<file path="config.mk">
export PLATFORM = sky130hd
export DESIGN_NAME = mux_pipe_n_flat
export DESIGN_NICKNAME = d
export VERILOG_FILES = /design/src/rtl/mux_pipe_n_if.sv /design/src/rtl/mux_pipe_n.sv /design/src/flat_wrapper.sv
export SDC_FILE = /design/constraint.sdc
export NUM_CORES = 1
export LEC_CHECK = 0
export ABC_AREA = 1
export BUFFER_PORTS_ARGS = -buffer_cell sky130_fd_sc_hd__buf_2
export CORE_AREA = 3 3 42 81
export CTS_CLUSTER_SIZE = 28
export DETAILED_ROUTE_END_ITERATION = 12
export DIE_AREA = 0 0 45 84
export GPL_TIMING_DRIVEN = 1
export PLACE_DENSITY = 0.71
export SLEW_MARGIN = 25
export SYNTH_ARGS = -nofsm -noshare
export SYNTH_HDL_FRONTEND = slang
export SYNTH_SLANG_ARGS = --single-unit
</file>
<file path="constraint.sdc">
create_clock -name clk -period 1.5 [get_ports clk]
set_input_delay 0.075 -clock clk [delete_from_list [all_inputs] [get_ports clk]]
set_output_delay 0.075 -clock clk [all_outputs]
set_load 0.1 [all_outputs]
</file>
<file path="src/rtl/mux_pipe_n_if.sv">
// Operand-select pipeline stage bus: upstream select/handshake, flush, and
// downstream registered data with valid/ready.
interface mux_pipe_n_if #(
    parameter int unsigned DATA_LENGTH = 8,
    parameter int unsigned NUM_INPUTS  = 4,
    parameter int unsigned SEL_WIDTH   = 2
);
    logic [NUM_INPUTS*DATA_LENGTH-1:0] in_bus;
    logic [SEL_WIDTH-1:0]              sel;
    logic                              in_valid;
    logic                              in_ready;
    logic                              flush;
    logic [DATA_LENGTH-1:0]            out;
    logic                              out_err;
    logic                              out_valid;
    logic                              out_ready;

    modport master (
        output in_bus, sel, in_valid, flush, out_ready,
        input  in_ready, out, out_err, out_valid
    );

    modport slave (
        input  in_bus, sel, in_valid, flush, out_ready,
        output in_ready, out, out_err, out_valid
    );
endinterface

</file>
<file path="src/rtl/mux_pipe_n.sv">
// N-input binary-select mux feeding a 2-entry skid buffer with valid/ready
// handshake and synchronous flush; all outputs come straight from flops.
module mux_pipe_n #(
    parameter int unsigned DATA_LENGTH = 8,
    parameter int unsigned NUM_INPUTS  = 4,
    parameter int unsigned SEL_WIDTH   = 2
) (
    input  logic          clk,
    input  logic          rst_n,
    mux_pipe_n_if.slave   bus
);

    typedef struct packed {
        logic                   err;
        logic [DATA_LENGTH-1:0] data;
    } entry_t;

    localparam logic [1:0] ST_EMPTY = 2'b00;
    localparam logic [1:0] ST_ONE   = 2'b01;
    localparam logic [1:0] ST_TWO   = 2'b11;

    entry_t main_q, skid_q;
    entry_t sel_entry;
    logic   main_valid_q, main_valid_d;
    logic   skid_valid_q, skid_valid_d;
    logic   in_ready_q;
    logic   accept, pop;
    logic   main_load, main_from_skid, skid_load;
    logic [1:0] state;

    assign state  = {skid_valid_q, main_valid_q};
    assign accept = bus.in_valid && in_ready_q;
    assign pop    = main_valid_q && bus.out_ready;

    // Selects without a matching input produce a zero entry flagged as error
    always_comb begin
        sel_entry      = '0;
        sel_entry.err  = 1'b1;
        for (int unsigned i = 0; i < NUM_INPUTS; i++) begin
            if (bus.sel == SEL_WIDTH'(i)) begin
                sel_entry.data = bus.in_bus[i*DATA_LENGTH +: DATA_LENGTH];
                sel_entry.err  = 1'b0;
            end
        end
    end

    // Next occupancy
    always_comb begin
        main_valid_d = main_valid_q;
        skid_valid_d = skid_valid_q;
        if (bus.flush) begin
            main_valid_d = 1'b0;
            skid_valid_d = 1'b0;
        end else begin
            case (state)
                ST_EMPTY: if (accept) main_valid_d = 1'b1;
                ST_ONE: begin
                    if (accept && !pop)      skid_valid_d = 1'b1;
                    else if (pop && !accept) main_valid_d = 1'b0;
                end
                ST_TWO:   if (pop) skid_valid_d = 1'b0;
                default: ;
            endcase
        end
    end

    // Entry load controls
    always_comb begin
        main_load      = 1'b0;
        main_from_skid = 1'b0;
        skid_load      = 1'b0;
        if (!bus.flush) begin
            case (state)
                ST_EMPTY: main_load = accept;
                ST_ONE: begin
                    main_load = accept && pop;
                    skid_load = accept && !pop;
                end
                ST_TWO: begin
                    main_load      = pop;
                    main_from_skid = pop;
                end
                default: ;
            endcase
        end
    end

    always_ff @(posedge clk or negedge rst_n) begin
        if (!rst_n) begin
            main_valid_q <= 1'b0;
            skid_valid_q <= 1'b0;
            in_ready_q   <= 1'b1;
            main_q       <= '0;
            skid_q       <= '0;
        end else begin
            main_valid_q <= main_valid_d;
            skid_valid_q <= skid_valid_d;
            in_ready_q   <= !skid_valid_d;
            if (main_load) main_q <= main_from_skid ? skid_q : sel_entry;
            if (skid_load) skid_q <= sel_entry;
        end
    end

    assign bus.out       = main_q.data;
    assign bus.out_err   = main_q.err;
    assign bus.out_valid = main_valid_q;
    assign bus.in_ready  = in_ready_q;

endmodule

</file>
<file path="src/flat_wrapper.sv">
// flat-port wrapper written by rule: the top's interface ports become plain ports
module mux_pipe_n_flat 
#(
    parameter int unsigned DATA_LENGTH = 8,
    parameter int unsigned NUM_INPUTS  = 4,
    parameter int unsigned SEL_WIDTH   = 2
)
  (clk, rst_n, bus_in_bus, bus_sel, bus_in_valid, bus_flush, bus_out_ready, bus_in_ready, bus_out, bus_out_err, bus_out_valid);
  mux_pipe_n_if #(.DATA_LENGTH(DATA_LENGTH), .NUM_INPUTS(NUM_INPUTS), .SEL_WIDTH(SEL_WIDTH)) bus_i ();
  input  logic clk;
  input  logic rst_n;
  input wire logic [$bits(bus_i.in_bus)-1:0] bus_in_bus;
  input wire logic [$bits(bus_i.sel)-1:0] bus_sel;
  input wire logic [$bits(bus_i.in_valid)-1:0] bus_in_valid;
  input wire logic [$bits(bus_i.flush)-1:0] bus_flush;
  input wire logic [$bits(bus_i.out_ready)-1:0] bus_out_ready;
  output wire logic [$bits(bus_i.in_ready)-1:0] bus_in_ready;
  output wire logic [$bits(bus_i.out)-1:0] bus_out;
  output wire logic [$bits(bus_i.out_err)-1:0] bus_out_err;
  output wire logic [$bits(bus_i.out_valid)-1:0] bus_out_valid;
  assign bus_i.in_bus = bus_in_bus;
  assign bus_i.sel = bus_sel;
  assign bus_i.in_valid = bus_in_valid;
  assign bus_i.flush = bus_flush;
  assign bus_i.out_ready = bus_out_ready;
  assign bus_in_ready = bus_i.in_ready;
  assign bus_out = bus_i.out;
  assign bus_out_err = bus_i.out_err;
  assign bus_out_valid = bus_i.out_valid;
  mux_pipe_n #(.DATA_LENGTH(DATA_LENGTH), .NUM_INPUTS(NUM_INPUTS), .SEL_WIDTH(SEL_WIDTH)) u_core (.clk(clk), .rst_n(rst_n), .bus(bus_i));
endmodule
</file>
## Yosys cells after proc, flatten, opt, wreduce, memory -nomap -nowiden

Index checks and enable logic that the tools add are counted.

- Register bits: 21
- Input port bits: 39
- Output and inout bits: 11
- Word-level logic and storage cells: 47

- Eq/ne operators: 8
- Muxes and demuxes: 20
- Reduce and logical (&&, ||, !) cells: 12

Operators with widths:

| kind | number |
|---|---|
| 9-bit 2-to-1 mux | 5 |
| 1-bit 2-to-1 mux | 12 |
| 2-bit == test, second input constant | 3 |
| 3-bit by 2-bit != test with 1-bit output, second input constant | 2 |
| 1-bit logical AND | 5 |
| 2-bit by 1-bit == test with 1-bit output, second input constant | 2 |
| 2-bit logical NOT | 2 |
| 1-bit one-hot mux with 2 select lines | 2 |
| 4-bit AND reduction | 1 |
| 1-bit logical NOT | 3 |
| 3-bit != test, second input constant | 1 |
| 1-bit one-hot mux with 3 select lines | 1 |
| 3-bit nonzero test | 1 |

## Depth between registers and ports, before layout

- Depth in word-level cells: 7
- Gate-level depth with buffers: 8
- Mapped depth without buffers: 7

## Worst setup path after synthesis

OpenSTA, ideal clock, no wires.

- Path kind: register to register
- From: reg u_core.main_valid_q (netlist: u_core.bus.out_valid)
- To: reg u_core.main_q (netlist bit u_core.bus.out[6])
- Library setup time: 0.120 ns
- Arrival: 1.753 ns
- Data required time: 1.380 ns
- Slack: -0.372 ns
- Cell stages (with the launch flop): 9
- Buffers on the path: 1
- Clock period less this slack: 1.872 ns
- Cells stage by stage: dfrtp_1 -> nand2_2 -> inv_2 -> nand3_4 -> buf_6 -> nor2_2 -> nor2_2 -> nand2_1 -> nand2_1

- Word-level cells in the longest chain between the ends: 4
- Elaborated cells on any way between the ends: 10
- Those cells by class: eq/ne (2); mux (5); reduce/logical (3)

RTL lines:

| element | line | RTL |
|---|---|---|
| from (decl) | mux_pipe_n.sv:24 | `logic main_valid_q, main_valid_d;` |
| from (signal assigned) | mux_pipe_n.sv:96 | `main_valid_q <= main_valid_d;` |
| 2-bit == test or 1-bit logical AND (tied branches) | mux_pipe_n.sv:73, mux_pipe_n.sv:33 |  |
| 1-bit 2-to-1 mux or 1-bit logical AND (tied branches) | mux_pipe_n.sv:73, mux_pipe_n.sv:76 |  |
| 1-bit 2-to-1 mux or 1-bit one-hot mux with 3 select lines (tied branches) | mux_pipe_n.sv:72, mux_pipe_n.sv:73 |  |
| 9-bit 2-to-1 mux or 1-bit 2-to-1 mux (tied branches) | mux_pipe_n.sv:99, mux_pipe_n.sv:72 |  |
| to (signal assigned) | mux_pipe_n.sv:99 | `if (main_load) main_q <= main_from_skid ? skid_q : sel_entry;` |
| to (decl) | mux_pipe_n.sv:22 | `entry_t main_q, skid_q;` |

Parallel ways exist; a longest one is shown, timed or not.
A chain may end at the register's enable or synchronous reset.

## Worst setup path after layout

- From: reg u_core.in_ready_q (netlist: u_core.bus.in_ready)
- To: reg u_core.skid_q[3] in the netlist's numbering

- Word-level cells in the longest chain between the ends: 4

RTL lines:

| element | line | RTL |
|---|---|---|
| from (decl) | mux_pipe_n.sv:26 | `logic in_ready_q;` |
| from (signal assigned) | mux_pipe_n.sv:98 | `in_ready_q <= !skid_valid_d;` |
| 1-bit logical AND | mux_pipe_n.sv:32 | `assign accept = bus.in_valid && in_ready_q;` |
| 1-bit logical AND | mux_pipe_n.sv:77 | `skid_load = accept && !pop;` |
| 1-bit 2-to-1 mux | mux_pipe_n.sv:73 | `case (state)` |
| 1-bit 2-to-1 mux | mux_pipe_n.sv:72 | `if (!bus.flush) begin` |
| to (signal assigned) | mux_pipe_n.sv:100 | `if (skid_load) skid_q <= sel_entry;` |
| to (decl) | mux_pipe_n.sv:22 |  |

Every way passes these cells.

==> results.json <==
{
  "setup_viol": 0,
  "ys_ff_latch": 21,
  "ir_worst_vdd_mv": 0.739,
  "clock-root-buffer": "clkbuf_8",
  "cts.sinks": 21,
  "die-height_um": 84,
  "slowest_delay_ns": 0.63,
  "drive_gt1_share_pct": 35.1,
  "place.gp.congestion": 0.796,
  "synth_area_um2": 1240,
  "numCtsBuffers": 3,
  "setup_ws_ns": 0.106,
  "r2r_cells": 5,
  "worst_pin_slew_ns": 0.490,
  "critPathKind": "flip-flop to flip-flop",
  "p_per_area_nw_per_um2": 1860,
  "fmax_ghz": 0.717,
  "clk_latency_ns": 0.26,
  "busiest_layer": "met2",
  "clk_pin_slew_ns": 0.07,
  "dpl_worst_slack_ns": 0.0908,
  "drv_cap": 0,
  "grt_start_max_net_pins": 22,
  "synth-seq-area-share_pct": 42.6,
  "slew_headroom_pct": 67.6,
  "avgViaCountPerCell": 4.84,
  "yosys_warnings": 0,
  "syn_area_per_cell_um2": 7.23,
  "crit_path_end_kind": "flip-flop",
  "drt_pass1_iterations": 4,
  "area_growth_pct": 26.5,
  "grt_antenna_before_repair": 0,
  "avgRoutedWirePerCell_um": 11.1,
  "fin_cells": 251,
  "syn_inst": 171,
  "period_needed_ns": 1.39,
  "cts_tree": "yes",
  "pwr-share-comb_pct": 54.5,
  "post_cts_buffers": 0,
  "grt_setup_unrepaired": "false",
  "p_clk_share_pct": 12.8,
  "p_sw_mw": 1.58,
  "hold_path_class": "input pin to flip-flop",
  "first_global_vias": 1202,
  "grt.total_usage_pct": 17.1,
  "slowest_stage": "dfstp_4",
  "arrival_ns": 1.54,
  "routed_wl_um": 2780,
  "grt_pass1_wl_um": 4990,
  "synth_nets": 210,
  "hold_depth": 3,
  "place_inst": 246,
  "yosysUniqueCellTypes": 18,
  "switching_share_pct": 54.2,
  "hold_violations": 0,
  "cts_hold_buf": 1,
  "io_pins": 50,
  "grt_overflow": 0,
  "start_util_pct": 43.6,
  "postCtsResizedCells": 0,
  "p_int_mw": 1.33,
  "pwr-share-seq_pct": 32.7,
  "vias": 1215,
  "nets": 262,
  "die_w_um": 45,
  "io_buffers": 49,
  "hpwlAfterDp_um": 2270,
  "fin_crit_sh_pct": 93.0,
  "fin_worst_skew_ns": 0.00165,
  "fin_tns_setup_ns": 0,
  "drt_iter0_markers": 25,
  "rows": 27,
  "use_met3_pct": 2.38,
  "status": "finished, final reports clean",
  "cts_buffer_depth": 2,
  "core_area_um2": 2840,
  "final_max_slew_viol_count": 0,
  "cts-htree-levels": 1,
  "cp_max_fo": 16,
  "die_area_um2": 3780,
  "required_ns": 1.65,
  "p_leak_nw": 0.860,
  "gr-usage-met1_pct": 18.5,
  "drc_errors": 0,
  "n_antenna_cell": 0,
  "drtAntennaViolNets": 0,
  "crit_path_start_kind": "flip-flop",
  "use_met2_pct": 29.8,
  "path_cells": "nand2_4, inv_1, nand3_2, nand2_1, o21ai_2"
}
==> registers in the layout, summed over array words and instances (netlist names) <==
name / flops
u_core.bus.in_ready: 1
u_core.bus.out: 8
u_core.bus.out_err: 1
u_core.bus.out_valid: 1
u_core.skid_q: 9
u_core.skid_valid_q: 1
==> stage by stage <==
stage / cell area (um2) / power [mW] / utilization, % / hold WS [ns]
after floorplan: 1250 / 2.28 / - / -0.221
after global placement: 1510 / 2.54 / 53.2 / 0.0493
after detailed placement: 1510 / 2.56 / 53.2 / 0.0535
after CTS: 1560 / 2.94 / 55.1 / 0.126
after global routing: 1560 / 3.10 / 55.1 / 0.160
final: 1560 / 2.91 / 55.1 / 0.127
==> cell families after synthesis <==
family,share of synthesized area (%)
compound gates,9.11
buf+inv,5.77
flops,42.6
simple gates,42.5
==> cells in the mapped netlist <==
master / count / area (um2)
o21ai_1: 6 / 30.0
inv_2: 2 / 7.51
nand3_4: 2 / 35.0
nor2_2: 3 / 18.8
nand2_2: 1 / 6.26
inv_1: 6 / 22.5
or2_2: 8 / 50.1
nand3_2: 1 / 10.0
o21ai_0: 10 / 50.1
dfstp_2: 1 / 26.3
nand2_1: 67 / 251
o21ai_2: 3 / 26.3
nand3_1: 18 / 90.1
dfrtp_1: 20 / 500
buf_6: 3 / 33.8
nor2_1: 17 / 63.8
a31oi_1: 1 / 6.26
clkbuf_1: 2 / 7.51
==> area by class of cell <==
class,count,area [um2]
clock buffer,4,45.0
inverter,8,30.0
timing repair buffer,52,270
fill,322,1270
tap,29,36.3
multi-input combinational,137,648
sequential,21,534
==> per-layer routing <==
| metal | routed length, um | vias up |
|---|---|---|
| li1 | - | 648 |
| met1 | 1030 | 513 |
| met2 | 1480 | 48 |
| met3 | 190 | 6 |
| met4 | 72 | 0 |
| met5 | 0 | - |
==> worst max-delay path: cells and delay by family, from the launching register on <==
family | cells | cell delay, ns
flip-flops | 1 | 0.63
AND/OR/NAND/NOR | 3 | 0.50
buffers and inverters | 1 | 0.08
AO/OA/AOI/OAI | 1 | 0.06
==> power groups by stage <==
| stage | clock (mW) | sequential, mW | combinational, mW |
|---|---|---|---|
| 2_1_floorplan | 0 | 1.81 | 0.468 |
| 3_3_place_gp | 0 | 0.967 | 1.58 |
| 3_5_place_dp | 0 | 0.965 | 1.60 |
| 4_1_cts | 0.380 | 0.955 | 1.61 |
| 5_1_grt | 0.401 | 0.986 | 1.71 |
| 6_report | 0.372 | 0.952 | 1.59 |
==> worst paths after layout <==
path	startpoint	endpoint	slack (ns)
setup / recovery	u_core.bus.in_ready$_DFF_PN1_	u_core.skid_q[3]$_DFFE_PN0P_	0.11
max in group asynchronous	rst_n	u_core.bus.out_valid$_DFFE_PN0P_	0.84
hold reg to reg	u_core.bus.out[3]$_DFFE_PN0P_	u_core.bus.out[3]$_DFFE_PN0P_	0.48
setup reg to reg	u_core.bus.in_ready$_DFF_PN1_	u_core.skid_q[3]$_DFFE_PN0P_	0.11
hold / removal	bus_flush	u_core.skid_q[8]$_DFFE_PN0P_	0.13
min in group asynchronous	rst_n	u_core.bus.out[4]$_DFFE_PN0P_	0.30
==> placed cells by master, fill, tap and decap left out, drive strengths merged <==
master	synthesis	routed
dlygate4sd3	0	1
dfrtp	20	20
nand3	21	21
clkbuf	2	4
o21ai	19	19
inv	8	8
a31oi	1	1
nor2	20	20
or2	8	8
buf	3	51
dfstp	1	1
nand2	68	68
Note: power is estimated with default switching activity, not from simulation.
